### src/rtl/chaos_pkg.sv
// Shared constants and types for the chaotic-keystream voice receiver.
// Latency: n/a (declarations only).
// Backpressure: n/a.
package chaos_pkg;

    localparam int DATA_W    = 32;
    localparam int FRAC_BITS = 28;
    localparam int SAMPLE_W  = 16;

    // 1.0 in Q4.28; chaotic states must lie strictly below this
    localparam logic [DATA_W-1:0] ONE = 32'h1000_0000;

    // Keystream bits taken from the generator state for each sample
    localparam int KEY_HI = 27;
    localparam int KEY_LO = 12;
    localparam int KEY_W  = KEY_HI - KEY_LO + 1;

    typedef enum logic [1:0] {
        UNSYNC = 2'd0,
        LOAD   = 2'd1,
        RUN    = 2'd2
    } state_t;

    // Extract the keystream slice used to mask one voice sample
    function automatic logic [KEY_W-1:0] key_slice(input logic [DATA_W-1:0] key);
        return KEY_W'(key >> KEY_LO);
    endfunction

endpackage

### src/rtl/chaos_sync_receiver_if.sv
// Channel-in / plaintext-out handshake bundle for the chaos receiver.
// Latency: n/a (wiring only).
// Backpressure: valid/ready on both the channel side and the sample side.
interface chaos_sync_receiver_if;

    logic        s_valid;
    logic        s_ready;
    logic        s_is_sync;
    logic [31:0] s_data;
    logic        m_valid;
    logic        m_ready;
    logic [15:0] m_data;

    // Receiver side: consumes channel words, produces samples
    modport slave (
        input  s_valid, s_is_sync, s_data, m_ready,
        output s_ready, m_valid, m_data
    );

    // Environment side: sources channel words, sinks samples
    modport master (
        output s_valid, s_is_sync, s_data, m_ready,
        input  s_ready, m_valid, m_data
    );

endinterface

### src/rtl/chaotic_generator.sv
// Logistic-map keystream generator (r = 4) in fixed point, loadable with a chaotic state.
// Latency: key_out is the current state; a load or advance shows on the next cycle.
// Backpressure: none; advances only when next_key_en is pulsed.
module chaotic_generator #(
    parameter int DATA_WIDTH = 32,
    parameter int FRAC_BITS  = 28
) (
    input  logic                  clk,
    input  logic                  rst,
    input  logic                  sync_en,
    input  logic [DATA_WIDTH-1:0] sync_state_in,
    input  logic                  next_key_en,
    output logic [DATA_WIDTH-1:0] key_out
);

    localparam logic [DATA_WIDTH-1:0] ONE_Q = DATA_WIDTH'(1) << FRAC_BITS;

    logic [DATA_WIDTH-1:0]   state_q;
    logic [DATA_WIDTH-1:0]   state_nxt;
    logic [2*DATA_WIDTH-1:0] prod;

    // x' = 4 * x * (1 - x): the x4 is folded into a shift two bits short of FRAC_BITS
    always_comb begin
        prod      = {{DATA_WIDTH{1'b0}}, state_q} * {{DATA_WIDTH{1'b0}}, ONE_Q - state_q};
        state_nxt = DATA_WIDTH'(prod >> (FRAC_BITS - 2));
    end

    // State register: a resync load wins over a keystream advance
    always_ff @(posedge clk or posedge rst) begin
        if (rst) begin
            state_q <= '0;
        end else if (sync_en) begin
            state_q <= sync_state_in;
        end else if (next_key_en) begin
            state_q <= state_nxt;
        end
    end

    assign key_out = state_q;

endmodule

### src/rtl/chaos_sync_receiver.sv
// Resynchronising chaotic-stream decryptor: sync words reload the generator, data words are XOR-unmasked.
// Latency: one cycle from accepted data word to m_valid.
// Backpressure: s_ready = !m_valid || m_ready while locked; stalled words never advance the keystream.
module chaos_sync_receiver
    import chaos_pkg::*;
#(
    parameter int MAX_RUN = 1024
) (
    input  logic                  clk,
    input  logic                  rst_n,
    chaos_sync_receiver_if.slave  bus,
    output logic                  locked,
    output logic [15:0]           drop_cnt,
    output logic [7:0]            bad_sync_cnt
);

    localparam int RUN_W = $clog2(MAX_RUN + 1);

    state_t              state_q;
    state_t              state_nxt;
    logic [RUN_W-1:0]    run_cnt;
    logic                s_ready_c;
    logic                sync_ok;
    logic                sync_en;
    logic                next_key_en;
    logic                out_load;
    logic                drop_inc;
    logic                bad_inc;
    logic                run_clr;
    logic                run_inc;
    logic [DATA_W-1:0]   key_out;
    logic                m_valid_q;
    logic [SAMPLE_W-1:0] m_data_q;

    assign sync_ok = (bus.s_data < ONE);

    // State register
    always_ff @(posedge clk or negedge rst_n) begin
        if (!rst_n) begin
            state_q <= UNSYNC;
        end else begin
            state_q <= state_nxt;
        end
    end

    // Next state, channel ready and per-word action strobes
    always_comb begin
        state_nxt   = state_q;
        s_ready_c   = 1'b0;
        sync_en     = 1'b0;
        next_key_en = 1'b0;
        out_load    = 1'b0;
        drop_inc    = 1'b0;
        bad_inc     = 1'b0;
        run_clr     = 1'b0;
        run_inc     = 1'b0;

        case (state_q)
            UNSYNC: s_ready_c = 1'b1;
            LOAD: begin
                state_nxt = RUN;
                run_clr   = 1'b1;
            end
            RUN:     s_ready_c = !bus.m_valid || bus.m_ready;
            default: state_nxt = UNSYNC;
        endcase

        if (!rst_n) begin
            s_ready_c = 1'b0;
        end

        if (bus.s_valid && s_ready_c) begin
            if (bus.s_is_sync) begin
                if (sync_ok) begin
                    sync_en   = 1'b1;
                    state_nxt = LOAD;
                end else begin
                    bad_inc = 1'b1;
                end
            end else if (state_q == RUN) begin
                if (run_cnt == RUN_W'(MAX_RUN)) begin
                    // Too long without a sync: assume the key has drifted
                    drop_inc  = 1'b1;
                    state_nxt = UNSYNC;
                end else begin
                    out_load    = 1'b1;
                    next_key_en = 1'b1;
                    run_inc     = 1'b1;
                end
            end else begin
                drop_inc = 1'b1;
            end
        end
    end

    // Output sample register: a reload keeps m_valid high across a same-cycle handshake
    always_ff @(posedge clk or negedge rst_n) begin
        if (!rst_n) begin
            m_valid_q <= 1'b0;
            m_data_q  <= '0;
        end else if (out_load) begin
            m_valid_q <= 1'b1;
            m_data_q  <= bus.s_data[SAMPLE_W-1:0] ^ key_slice(key_out);
        end else if (bus.m_ready) begin
            m_valid_q <= 1'b0;
        end
    end

    // Words since the last sync, bounding how far the keystream may free-run
    always_ff @(posedge clk or negedge rst_n) begin
        if (!rst_n) begin
            run_cnt <= '0;
        end else if (run_clr) begin
            run_cnt <= '0;
        end else if (run_inc) begin
            run_cnt <= run_cnt + RUN_W'(1);
        end
    end

    // Saturating diagnostics counters
    always_ff @(posedge clk or negedge rst_n) begin
        if (!rst_n) begin
            drop_cnt     <= '0;
            bad_sync_cnt <= '0;
        end else begin
            if (drop_inc && (drop_cnt != 16'hFFFF)) begin
                drop_cnt <= drop_cnt + 16'd1;
            end
            if (bad_inc && (bad_sync_cnt != 8'hFF)) begin
                bad_sync_cnt <= bad_sync_cnt + 8'd1;
            end
        end
    end

    chaotic_generator #(
        .DATA_WIDTH (DATA_W),
        .FRAC_BITS  (FRAC_BITS)
    ) u_gen (
        .clk           (clk),
        .rst           (!rst_n),
        .sync_en       (sync_en),
        .sync_state_in (bus.s_data),
        .next_key_en   (next_key_en),
        .key_out       (key_out)
    );

    assign bus.s_ready = s_ready_c;
    assign bus.m_valid = m_valid_q;
    assign bus.m_data  = m_data_q;
    assign locked      = (state_q == RUN);

endmodule

### src/flat_wrapper.sv
// flat-port wrapper written by rule: the top's interface ports become plain ports
module chaos_sync_receiver_flat import chaos_pkg::*;
#(
    parameter int MAX_RUN = 1024
)
  (clk, rst_n, locked, drop_cnt, bad_sync_cnt, bus_s_valid, bus_s_is_sync, bus_s_data, bus_m_ready, bus_s_ready, bus_m_valid, bus_m_data);
  chaos_sync_receiver_if bus_i ();
  input  logic clk;
  input  logic rst_n;
  output logic locked;
  output logic [15:0] drop_cnt;
  output logic [7:0] bad_sync_cnt;
  input wire logic [$bits(bus_i.s_valid)-1:0] bus_s_valid;
  input wire logic [$bits(bus_i.s_is_sync)-1:0] bus_s_is_sync;
  input wire logic [$bits(bus_i.s_data)-1:0] bus_s_data;
  input wire logic [$bits(bus_i.m_ready)-1:0] bus_m_ready;
  output wire logic [$bits(bus_i.s_ready)-1:0] bus_s_ready;
  output wire logic [$bits(bus_i.m_valid)-1:0] bus_m_valid;
  output wire logic [$bits(bus_i.m_data)-1:0] bus_m_data;
  assign bus_i.s_valid = bus_s_valid;
  assign bus_i.s_is_sync = bus_s_is_sync;
  assign bus_i.s_data = bus_s_data;
  assign bus_i.m_ready = bus_m_ready;
  assign bus_s_ready = bus_i.s_ready;
  assign bus_m_valid = bus_i.m_valid;
  assign bus_m_data = bus_i.m_data;
  chaos_sync_receiver #(.MAX_RUN(MAX_RUN)) u_core (.clk(clk), .rst_n(rst_n), .bus(bus_i), .locked(locked), .drop_cnt(drop_cnt), .bad_sync_cnt(bad_sync_cnt));
endmodule
### config.mk
export PLATFORM = sky130hd
export DESIGN_NAME = chaos_sync_receiver_flat
export DESIGN_NICKNAME = d
export VERILOG_FILES = /design/src/rtl/chaos_pkg.sv /design/src/rtl/chaos_sync_receiver_if.sv /design/src/rtl/chaotic_generator.sv /design/src/rtl/chaos_sync_receiver.sv /design/src/flat_wrapper.sv
export SDC_FILE = /design/constraint.sdc
export NUM_CORES = 2
export LEC_CHECK = 0
export CORE_AREA = 3 3 247 249
export CTS_CLUSTER_SIZE = 20
export DETAILED_ROUTE_END_ITERATION = 8
export DIE_AREA = 0 0 250 252
export GPL_TIMING_DRIVEN = 1
export PLACE_DENSITY = 0.8
export SYNTH_ARGS = -nofsm -noshare
export SYNTH_HDL_FRONTEND = slang
export SYNTH_SLANG_ARGS = --single-unit
### constraint.sdc
create_clock -name clk -period 17.5 [get_ports clk]
set_input_delay 2.625 -clock clk [delete_from_list [all_inputs] [get_ports clk]]
set_output_delay 2.625 -clock clk [all_outputs]
set_load 0.1 [all_outputs]
==> out/results.txt <==
Post-synth top cells: inv_1, fa_1, nand2b_1, ha_1, nor2b_1
Fillers: 4704
FMAX: 0.0935 GHz
Fin Setup TNS: 0 ps
Global Route Usage Sum: 34.2%
Mean Syn Cell Area: 9.31 um^2
Most common cell on crit path: fa_1
CTS tree: yes
Post-Syn Instances: 3982
Seq/Total Area, Yosys: 5.80%
Largest net degree at the start of global routing: 69
FF+latch area: 2150 um^2
Cell with the most instances after synthesis: inv_1
Placed Area: 38500 um^2
Initial antenna violation count: 3
Iter 0 DRT Violations: 2138
Startpoint Class: flop
Data required, critical path: 17770 ps
Hold Fails Final Rpt: 0
Clk root buf: clkbuf_16
Minimum clock period: 10690 ps
Class of the most critical setup path: flop to flop
Die height: 252 um
Post-synth ARST share: 100%
Top FF cell, synth: dfrtp_1
Worst Tran Pin Value: 1370 ps
CP endpoint kind: flop
CP Buf/Inv Count: 7
ANT nets after route: 0
Wire length per cell: 22.0 um
Critical Path Max Stage Delay: 860 ps
Full die area: 63000 um^2
Clock transition at the registers of the reported paths: 70 ps
Final instance area: 38800 um^2
Post-CTS Setup Inserts: 0
Setup Skew: 14.6 ps
Cell row count: 89
Main combinational cell family by area after synthesis: adder cells
Core footprint: 58900 um^2
Max-slew headroom: 7.98%
CTS H-tree lvls: 3
Via density: 5.77
Vias in the first global route: 29800
Crit path DAT: 10960 ps
Syn-to-layout area delta: 4.53%
Horiz. Die Dim: 250 um
Yosys cell types: 70
# nets final: 5087
# IOs: 80
Outcome: complete, no violations
Core Util, Final: 65.8%
RSZ-0062 raised after global routing: false
CTS Buf Count: 9
Crit-path max FO: 19
Synth Area in Adders: 56.3%
DP HPWL: 78000 um
Remaining global-route overflow: 0
#FFs+latches synth: 86
Placer Congestion: 0.997
Ratio of cells with drive above 1 in the final layout: 2.86%
Mux cell area share after synthesis: 0.179%
Initial Utilization: 62.9%
Drt drc: 0
Top-area cell type share of the netlist area: 47.6%
Cell family with most CP delay: adder cells
Synth area leaders: fa_1, inv_1, nand2b_1, ha_1, dfrtp_1
Synth Warn #: 0
Hold Path Class: flop to flop
Drt first pass iters: 6
Global-route wire length before repair: 166000 um
Mapped Area: 37100 um^2
Slew Limit Fails: 0
Max Root-Sink Buffers: 2
Post_cts resized: 0
Hold buffer count at CTS: 0
I/O Buffers: 79
Clock latency on the worst-skew pair: 360 ps
Synth Area in Simple Gates: 19.6%
Final cycle utilization of the critical path: 61.1%
Post-synth EDFFs: 0
Non-filler instance count after layout: 4690
# placed instances: 4673
Largest area contributor in the netlist: fa_1
Finish-stage setup viols: 0
WL final: 103000 um
MaxCap Viol Count: 0
Clock sinks: 86
Synth Area in Compound Gates: 3.92%
Crit-path slowest cell: nor4bb_1
Net Count, Synth: 5158
Via count: 27100
Multi-input gate area: 30500 um^2
Xor/xnor cell area share of the yosys netlist: 2.15%
==> worst min-delay path: stages (launching register included) <==
cell and delay [ps]:
dfrtp_1 350, nand2_1 40, o21ai_0 60
==> sequential cells by signal, indices dropped and copies added, names as in the netlist <==
| register | count |
|---|---|
| u_core.drop_cnt | 16 |
| u_core.run_cnt | 11 |
| u_core.state_q | 2 |
| u_core.bus.m_valid | 1 |
| u_core.bus.m_data | 16 |
| u_core.bad_sync_cnt | 8 |
| u_core.u_gen.key_out | 32 |
==> per-layer routing <==
metal / vias up / share of wire [%] / global-route usage [%] / wire length (um)
met1: 13900 / 35 / 42.8 / 36400
met3: 430 / 8.6 / 4.91 / 8850
met5: - / 0.012 / 0 / 12
met2: 1347 / 49 / 57.9 / 50500
met4: 2 / 7.1 / 18.4 / 7340
li1: 11400 / - / - / -
==> layout by cell type, fill, tap and decap left out, types with 73 or more instances in the layout <==
cell type,synthesis,routed
and2_1,85,85
nand2_1,138,138
clkdlybuf4s50_1,0,78
dfrtp_1,86,86
ha_1,257,257
fa_1,882,882
inv_1,963,963
nor2_1,75,73
nor2b_1,250,250
nand2b_1,555,555
==> kinds of logic after synthesis <==
family | count (synthesis)
xor gates and xnor gates | 90
AOI/OAI and AO/OA | 233
buffers and inverters | 1190
muxes | 6
and+or+nand+nor | 1238
adders and majority gates | 1139
DFF | 86
==> through the flow <==
stage	setup slack [ps]	hold WS [ps]
CTS	7070	485
global route	6460	506
floorplan	8560	511
global placement	7310	461
finish	6810	482
detailed placement	7110	469
==> area by class of cell <==
class,instances,area share (%)
timing repair buffer,144,3.29
sequential,86,5.55
tap,773,2.50
multi-input combinational,2706,78.6
antenna,1,0.00646
clock inverter,6,0.132
clock buffer,10,0.591
inverter,964,9.34
==> path summary, 6_finish.rpt <==
kind	from	endpoint	slack, ps	cells past startpoint
worst max-delay path	u_core.u_gen.key_out[1]$_DFFE_PN0P_	u_core.u_gen.key_out[13]$_DFFE_PN0P_	6810	31
worst min-delay path	u_core.bus.m_data[6]$_DFFE_PN0P_	u_core.bus.m_data[6]$_DFFE_PN0P_	480	2
worst max register to register	u_core.u_gen.key_out[1]$_DFFE_PN0P_	u_core.u_gen.key_out[13]$_DFFE_PN0P_	6810	31
worst min register to register	u_core.bus.m_data[6]$_DFFE_PN0P_	u_core.bus.m_data[6]$_DFFE_PN0P_	480	2
max in group asynchronous	rst_n	u_core.u_gen.key_out[8]$_DFFE_PN0P_	14170	2
min in group asynchronous	rst_n	u_core.bad_sync_cnt[4]$_DFFE_PN0P_	2240	1
Power is left out: the tool's default activity adds up to more than one toggle a clock period on the data nets, which glitch-free logic cannot reach.
